$ cat src/rtl/sram_initiator_pkg.sv
// Shared types for the SRAM initiator: core-side and SRAM-side
// request/response bundles, FSM state encoding and timer sizing.
package sram_initiator_pkg;

    typedef logic [63:0] xlen_t;
    typedef logic [7:0]  strb_t;

    typedef struct packed {
        logic  valid;
        logic  wrOrRd;
        xlen_t addr;
        xlen_t wrDat;
        strb_t wrStrb;
    } CoreMemReq_t;

    typedef struct packed {
        logic  valid;
        xlen_t rdDat;
        logic  err;
    } CoreMemRsp_t;

    typedef struct packed {
        logic  req;
        logic  wrOrRd;
        xlen_t addr;
        xlen_t wrDat;
        strb_t wrStrb;
    } SramReq_t;

    typedef struct packed {
        logic  addrOK;
        logic  datOK;
        xlen_t rdDat;
    } SramRsp_t;

    typedef enum logic [1:0] {
        IDLE,
        ISSUE,
        WAIT,
        RESP
    } sram_init_state_t;

    localparam int REQ_DEPTH_DEF   = 2;
    localparam int TIMEOUT_CYC_DEF = 255;

    function automatic int tmr_width(input int cyc);
        int w;
        w = $clog2(cyc + 1);
        return (w < 8) ? 8 : w;
    endfunction

endpackage

$ cat src/rtl/sram_req_fifo.sv
// Synchronous FIFO of core requests; extra pointer MSB
// distinguishes full from empty when the indices match.
module sram_req_fifo
    import sram_initiator_pkg::*;
#(
    parameter int DEPTH = REQ_DEPTH_DEF
) (
    input  logic        clk,
    input  logic        nRst,
    input  logic        push,
    input  CoreMemReq_t din,
    input  logic        pop,
    output CoreMemReq_t head,
    output logic        full,
    output logic        empty
);

    localparam int AW = $clog2(DEPTH);

    logic [AW:0] wp;
    logic [AW:0] rp;
    CoreMemReq_t mem [DEPTH];

    always_ff @(posedge clk or negedge nRst) begin
        if (!nRst) begin
            wp <= '0;
            rp <= '0;
        end else begin
            if (push && !full)
                wp <= wp + (AW+1)'(1);
            if (pop && !empty)
                rp <= rp + (AW+1)'(1);
        end
    end

    always_ff @(posedge clk) begin
        if (push && !full)
            mem[wp[AW-1:0]] <= din;
    end

    assign head  = mem[rp[AW-1:0]];
    assign empty = (wp == rp);
    assign full  = (wp[AW] != rp[AW]) &&
                   (wp[AW-1:0] == rp[AW-1:0]);

endmodule

$ cat src/rtl/sram_initiator.sv
// Initiator end of the SRAM req/addrOK/datOK protocol: queues core
// requests, runs one SRAM transaction at a time, watchdog on stalls.
module sram_initiator
    import sram_initiator_pkg::*;
#(
    parameter int REQ_DEPTH   = REQ_DEPTH_DEF,
    parameter int TIMEOUT_CYC = TIMEOUT_CYC_DEF
) (
    input  logic        clk,
    input  logic        nRst,
    input  CoreMemReq_t iCoreReq,
    output logic        oCoreReqReady,
    output CoreMemRsp_t oCoreRsp,
    input  logic        iCoreRspReady,
    output SramReq_t    oReq,
    input  SramRsp_t    iRsp,
    output logic        oBusy
);

    localparam int TMR_W = tmr_width(TIMEOUT_CYC);
    localparam logic [TMR_W-1:0] TMR_MAX = TMR_W'(TIMEOUT_CYC);

    sram_init_state_t state_q;
    sram_init_state_t state_d;

    logic [TMR_W-1:0] timer_q;
    logic             timeout;
    logic             active;

    logic        fifo_push;
    logic        fifo_pop;
    logic        fifo_full;
    logic        fifo_empty;
    CoreMemReq_t head;

    logic  inflight_wr;
    logic  rsp_load;
    logic  rsp_err_d;
    logic  rsp_err_q;
    xlen_t rsp_dat_d;
    xlen_t rsp_dat_q;

    assign oCoreReqReady = nRst && !fifo_full;
    assign fifo_push     = iCoreReq.valid && oCoreReqReady;

    sram_req_fifo #(
        .DEPTH (REQ_DEPTH)
    ) u_fifo (
        .clk   (clk),
        .nRst  (nRst),
        .push  (fifo_push),
        .din   (iCoreReq),
        .pop   (fifo_pop),
        .head  (head),
        .full  (fifo_full),
        .empty (fifo_empty)
    );

    assign active  = (state_q == ISSUE) || (state_q == WAIT);
    assign timeout = (timer_q == TMR_MAX);

    always_ff @(posedge clk or negedge nRst) begin
        if (!nRst)
            state_q <= IDLE;
        else
            state_q <= state_d;
    end

    always_comb begin
        state_d   = state_q;
        fifo_pop  = 1'b0;
        rsp_load  = 1'b0;
        rsp_err_d = 1'b0;
        rsp_dat_d = '0;
        oReq      = '0;
        unique case (state_q)
            IDLE: begin
                if (!fifo_empty)
                    state_d = ISSUE;
            end
            ISSUE: begin
                // stored entries always carry valid=1
                oReq.req    = head.valid;
                oReq.wrOrRd = head.wrOrRd;
                oReq.addr   = head.addr;
                if (head.wrOrRd) begin
                    oReq.wrDat  = head.wrDat;
                    oReq.wrStrb = head.wrStrb;
                end
                if (iRsp.addrOK) begin
                    fifo_pop = 1'b1;
                    state_d  = WAIT;
                end else if (timeout) begin
                    fifo_pop  = 1'b1;
                    rsp_load  = 1'b1;
                    rsp_err_d = 1'b1;
                    state_d   = RESP;
                end
            end
            WAIT: begin
                if (iRsp.datOK) begin
                    rsp_load  = 1'b1;
                    rsp_dat_d = inflight_wr ? '0 : iRsp.rdDat;
                    state_d   = RESP;
                end else if (timeout) begin
                    rsp_load  = 1'b1;
                    rsp_err_d = 1'b1;
                    state_d   = RESP;
                end
            end
            RESP: begin
                if (iCoreRspReady)
                    state_d = IDLE;
            end
            default: state_d = IDLE;
        endcase
    end

    // restarts on every entry into ISSUE or WAIT
    always_ff @(posedge clk or negedge nRst) begin
        if (!nRst)
            timer_q <= '0;
        else if (!active || state_d != state_q)
            timer_q <= '0;
        else
            timer_q <= timer_q + TMR_W'(1);
    end

    always_ff @(posedge clk or negedge nRst) begin
        if (!nRst) begin
            inflight_wr <= 1'b0;
            rsp_dat_q   <= '0;
            rsp_err_q   <= 1'b0;
        end else begin
            if (state_q == ISSUE && iRsp.addrOK)
                inflight_wr <= head.wrOrRd;
            if (rsp_load) begin
                rsp_dat_q <= rsp_dat_d;
                rsp_err_q <= rsp_err_d;
            end
        end
    end

    always_comb begin
        oCoreRsp       = '0;
        oCoreRsp.valid = (state_q == RESP);
        oCoreRsp.rdDat = rsp_dat_q;
        oCoreRsp.err   = rsp_err_q;
    end

    assign oBusy = !fifo_empty || (state_q != IDLE);

endmodule
$ cat config.mk
export PLATFORM = sky130hd
export DESIGN_NAME = sram_initiator
export DESIGN_NICKNAME = d
export VERILOG_FILES = /design/src/rtl/sram_initiator_pkg.sv /design/src/rtl/sram_req_fifo.sv /design/src/rtl/sram_initiator.sv
export SDC_FILE = /design/constraint.sdc
export NUM_CORES = 1
export LEC_CHECK = 0
export CAP_MARGIN = 40
export CELL_PAD_IN_SITES_DETAIL_PLACEMENT = 1
export CELL_PAD_IN_SITES_GLOBAL_PLACEMENT = 2
export CORE_AREA = 2 2 287 175
export DETAILED_ROUTE_END_ITERATION = 8
export DIE_AREA = 0 0 289 177
export PLACE_DENSITY = 0.76
export SLEW_MARGIN = 10
export SYNTH_ARGS = -nofsm -noshare
export SYNTH_HDL_FRONTEND = slang
export SYNTH_HIERARCHICAL = 1
export SYNTH_SLANG_ARGS = --single-unit
$ cat constraint.sdc
create_clock -name clk -period 8.2 [get_ports clk]
set_input_delay 1.64 -clock clk [delete_from_list [all_inputs] [get_ports clk]]
set_output_delay 1.64 -clock clk [all_outputs]
set_load 0.005 [all_outputs]
# Word level (Yosys, flattened, before mapping)
# Memories as Yosys holds them, arrays and structs flattened.
# Cells that the tools add are included.
# W data, S select, Z words.
# op_classes
n_addsub,3
eq_ne,8
n_mux,22
n_reduce_logical,14
# op_table
operator,n
$mux W64,3
$mux W138,1
$mux W72,1
$mux W2,5
$add A8 B1 Y8 const B,1
$eq A8 B8 Y1 const B,1
$mux W1,8
$mux W8,1
$pmux W2 S4,1
$logic_and A1 B1 Y1,6
$add A2 B1 Y2 const B,2
$eq A2 B2 Y1 const B,2
$pmux W1 S2,2
$logic_not A1 Y1,3
$logic_or A1 B1 Y1,3
$eq A2 B1 Y1 const B,1
$eq A2 B2 Y1,1
$logic_not A2 Y1,1
$ne A2 B2 Y1,1
$reduce_bool A2 Y1,1
$eq A1 B1 Y1,1
$ne A1 B1 Y1,1
# word_totals
ff_bits,80
ramBits,276
inputBits,207
output_inout_bits,206
elab_cells,55
mem_count,1
# memory_table
memory,words,width,read_ports,rd_ports_with_merged_regs,write_ports,line,rtl
u_fifo.mem,2,138,1,0,1,sram_req_fifo.sv:22,CoreMemReq_t mem [DEPTH];

# Depth between registers and ports, before layout
# depth
word_depth,8
ltp_mapped,10
mapped_depth_nobuf,7

# Cells and area by module
# The synthesis kept the hierarchy.
# by_module_without_submodules
mod,n_inst,cells_each,area_per_inst_um2,seq_area_each_um2
sram_req_fifo,1,457,10376.2,8388.0
sram_initiator,1,389,4043.9,1901.8

# Worst setup path after synthesis
# No wires, ideal clock.
# synth_path
path_type,in2reg
from,input port nRst
to,"memory u_fifo/mem[1][0] (netlist bit), enable pin"
setup_ns,0.681
arrival_time_ns,8.756
required_ns,7.519
slack_ns,-1.236
path_stages,4
n_path_buf,0
cell_sequence,nor2b_1 -> and2_1 -> nand2_1 -> a21oi_1
# synth_via
elab_chain_len,5
# synth_rtl
item,line,rtl
"start, declared",sram_initiator.sv:10,"input logic nRst,"
$logic_and A1 B1 Y1,sram_initiator.sv:43,assign oCoreReqReady = nRst && !fifo_full;
$logic_and A1 B1 Y1,sram_initiator.sv:44,assign fifo_push = iCoreReq.valid && oCoreReqReady;
net fifo_push,sram_initiator.sv:30,logic fifo_push;
$logic_and A1 B1 Y1,sram_req_fifo.sv:37,if (push && !full)
$mux W1,sram_req_fifo.sv:37,
$mux W1 (not written as such),sram_req_fifo.sv:38,mem[wp[AW-1:0]] <= din;
"end, declared",sram_req_fifo.sv:22,
# The timed path passes the listed nets, and every way through them passes these cells.

==> impl_metrics.csv <==
group,metric,value,unit
pwr,p_leak,7.516,nW
floorplan,fp-row-count,63,
setup_path,ff2ff_path_depth,8,
final_layout,fillCellCount,4927,
placed_design,dp_cells,1868,
setup_path,cp.arrival,3.57,ns
floorplan,coreArea,48710,um2
drt,route.met2.wl,19730,um
timing,tightest_slew,0.8477,ns
grt,grt_pass1_wl,61370,um
final_layout,area_growth,41.73,%
grt,grt_pass1_vias,9391,
setup_path,cp.required,6.56,ns
setup_path,crit_type,"reg -> out",
setup_path,crit_cells,5,
job,maxCapViolations,0,
clock_tree,cts.root.buffer_cell,"clkbuf_16",
drt,first_pass_iters,4,
setup_path,slowest_stage,"dfrtp_4",
grt,grt_max_degree,83,
grt,overflow,0,
clock_tree,cts_tree,"done",
final_layout,register_area,10290,um2
timing,setup_tns,0,ns
drt,top_layer,"met5",
floorplan,die-area,51150,um2
clock_tree,post_cts_buffers,0,
min_path,hold_end,"rsp_dat_q[8]$_DFFE_PN0P_",
drt,drc_errors,0,
min_path,hold_depth,1,
timing,min_period,5.208,ns
grt,grt_usage,15.96,%
setup_path,ff2ff_setup_slack,4.68,ns
drt,wl_per_cell,21.44,um
placed_design,place_ws,3.464,ns
clock_tree,clockBufferDepth,3,
min_path,min_from,"rsp_dat_q[8]$_DFFE_PN0P_",
setup_path,crit_path_start_kind,"flip-flop",
final_layout,final_cell_mix,"clkdlybuf4s50_1, edfxtp_1, mux2_2",
floorplan,initial_core_util,29.60,%
synth,synth_flop_cell,"edfxtp_1",
timing,grt_setup_unrepaired,"false",
timing,fin_skew,0.02372,ns
grt,antenna_found_initial,3,
synth,yosys_register_bits,356,
setup_path,r2r_start,"u_fifo/rp[0]$_DFFE_PN0P_",
setup_path,critPathBufInv,3,
setup_path,critPathMaxStageDelay,0.77,ns
floorplan,die_h,177,um
outcome,status,"completed",
drt,drtIter0Drc,446,
synth,synthCells,846,
synth,ys_seq_area_share,71.36,%
pwr,powerDensity,330.0,nW/um2
floorplan,die_x,289,um
timing,timing.final.ws_setup,2.992,ns
final_layout,layout-drive-gt1-share,17.34,%
drt,dr_total_vias,8851,
final_layout,multi_input_area,3820,um2
final_layout,finalNonFillerCells,1938,
setup_path,endpoint_kind,"output port",
drt,antenna_left,0,
timing,max_slew_margin,43.49,%
floorplan,pin_count,413,
pwr,vdd_drop_max,0.1547,mV
synth,synth.distinct_cells,43,
clock_tree,cts.clk_slew.worst_paths,0.06,ns
timing,report.final.hold_viol_count,0,
synth,syn-num-nets,1058,
synth,async_reset_ff_share,22.47,%
timing,hold_ws,0.5039,ns
drt,vias_per_cell,4.567,
timing,setup_viol,0,
clock_tree,cts_buffers,39,
timing,fmax,0.1920,GHz
setup_path,cp_max_fo,41,
timing,slew_violations,0,
synth,syn_area,14420,um2
setup_path,cpLargestDelayFamily,"buffers and inverters",
pwr,total_power,6.745,mW
final_layout,final_common_cell,"clkdlybuf4s50_1",
placed_design,port-buffer-count,412,
placed_design,dp_hpwl,28530,um
synth,ys_warn_count,6,
clock_tree,cts_resized,0,
clock_tree,cts.sinks,356,
clock_tree,postCtsHoldBufs,0,
drt,met3_length,2403,um
setup_path,cp-startpoint,"u_fifo/rp[0]$_DFFE_PN0P_",
setup_path,r2r_end,"u_fifo/mem[0][114]$_DFFE_PP_",
drt,wirelength_met1,18650,um
clock_tree,clk_latency,0.53,ns
placed_design,place.gp.congestion,0.7261,
clock_tree,htreeDepth,2,
drt,totalWireLength,41550,um
timing,period_share,63.51,%
final_layout,nets,1471,
synth,avgSynthCellArea,17.05,um2
synth,synth_edf_count,276,
min_path,worstHoldPathType,"reg -> reg",
setup_path,worstPathCellList,"buf_4 -> buf_4 -> mux2_2 -> and3_1 -> clkdlybuf4s50_1",
setup_path,crit_top_cell,"buf_4",
==> worst reg2reg max path: cells and delay by family, from the launching register on <==
family / cells / cell delay (ns)
buf+inv: 3 / 1.27
simple gates: 4 / 0.87
flops: 1 / 0.77
xor+xnor: 1 / 0.24
==> report_power, final <==
group | internal (mW) | switching [mW] | total, mW
sequential | 2.39 | 0.211 | 2.60
clock | 0.982 | 0.707 | 1.69
combinational | 1.40 | 1.05 | 2.46
==> cell families (layout without fill, tap and decap cells) <==
| group | count (synthesis) | count (layout) | share of synthesized area [%] |
|---|---|---|---|
| other | 0 | 2 | 0 |
| adder cells (fa/ha/maj) | 5 | 5 | 0.4338 |
| flip-flops | 356 | 356 | 71.36 |
| multiplexers | 141 | 141 | 12.17 |
| XOR/XNOR | 9 | 9 | 0.5467 |
| AO/OA/AOI/OAI | 87 | 87 | 5.093 |
| buffers and inverters | 59 | 499 | 2.395 |
| AND/OR/NAND/NOR | 189 | 189 | 8.000 |
==> layout make-up <==
cell class	count	share of cell area (%)
tap	650	3.979
inverter	3	0.05510
clock buffer	51	5.045
sequential	356	50.37
antenna	2	0.02449
multi-input combinational	431	18.69
timing repair buffer	428	21.01
clock inverter	17	0.8265
==> state kept, by name (all words and copies together) (netlist names) <==
name	flops
rsp_err_q	1
timer_q	8
u_fifo/mem	276
rsp_dat_q	64
state_q	2
inflight_wr	1
u_fifo/wp	2
u_fifo/rp	2
==> stage by stage <==
| stage | area (um2) | util [%] |
|---|---|---|
| after floorplan | 14420 | - |
| after global placement | 19160 | 39.33 |
| after detailed placement | 19230 | 39.48 |
| after CTS | 20430 | 41.94 |
| after global routing | 20430 | 41.95 |
| final | 20440 | 41.95 |
==> layer usage <==
| metal | vias to the layer above | track usage [%] |
|---|---|---|
| met4 | 4 | 3.587 |
| met5 | - | 0 |
| met3 | 63 | 4.149 |
| met2 | 205 | 25.04 |
| li1 | 4053 | - |
| met1 | 4526 | 22.19 |
==> cells in the mapped netlist, types with 2 or more instances <==
cell,instances,area share [%]
xnor2_1,3,0.18
buf_6,13,1.0
nor3b_1,3,0.16
or2_2,2,0.087
clkbuf_1,24,0.62
xor2_1,6,0.36
nand2_1,8,0.21
mux2_2,95,7.4
edfxtp_1,276,57
nor2b_1,2,0.087
inv_1,3,0.078
nor3_1,8,0.28
and3_1,72,3.1
or3_1,2,0.087
o32ai_1,2,0.12
buf_2,18,0.62
mux2_4,45,4.7
nand2b_1,2,0.087
and2_1,69,3.0
dfrtp_1,80,14
nand4_1,3,0.13
a31oi_1,3,0.13
a22o_1,64,3.9
o21ai_0,4,0.14
o21a_1,2,0.10
nor2_1,10,0.26
ha_1,5,0.43
nand3_1,3,0.10
a21oi_1,5,0.17
==> worst max path at each step <==
stage                                            end  slack, ns
after floorplan           u_fifo/mem[0][0]$_DFFE_PP_       0.32
after global placement                      oReq[15]       3.49
after detailed placement                    oReq[17]       3.46
after CTS                                   oReq[17]       2.85
after global routing                         oReq[0]       2.75
final                                        oReq[0]       2.99
Note: power is estimated with default switching activity, not from simulation.
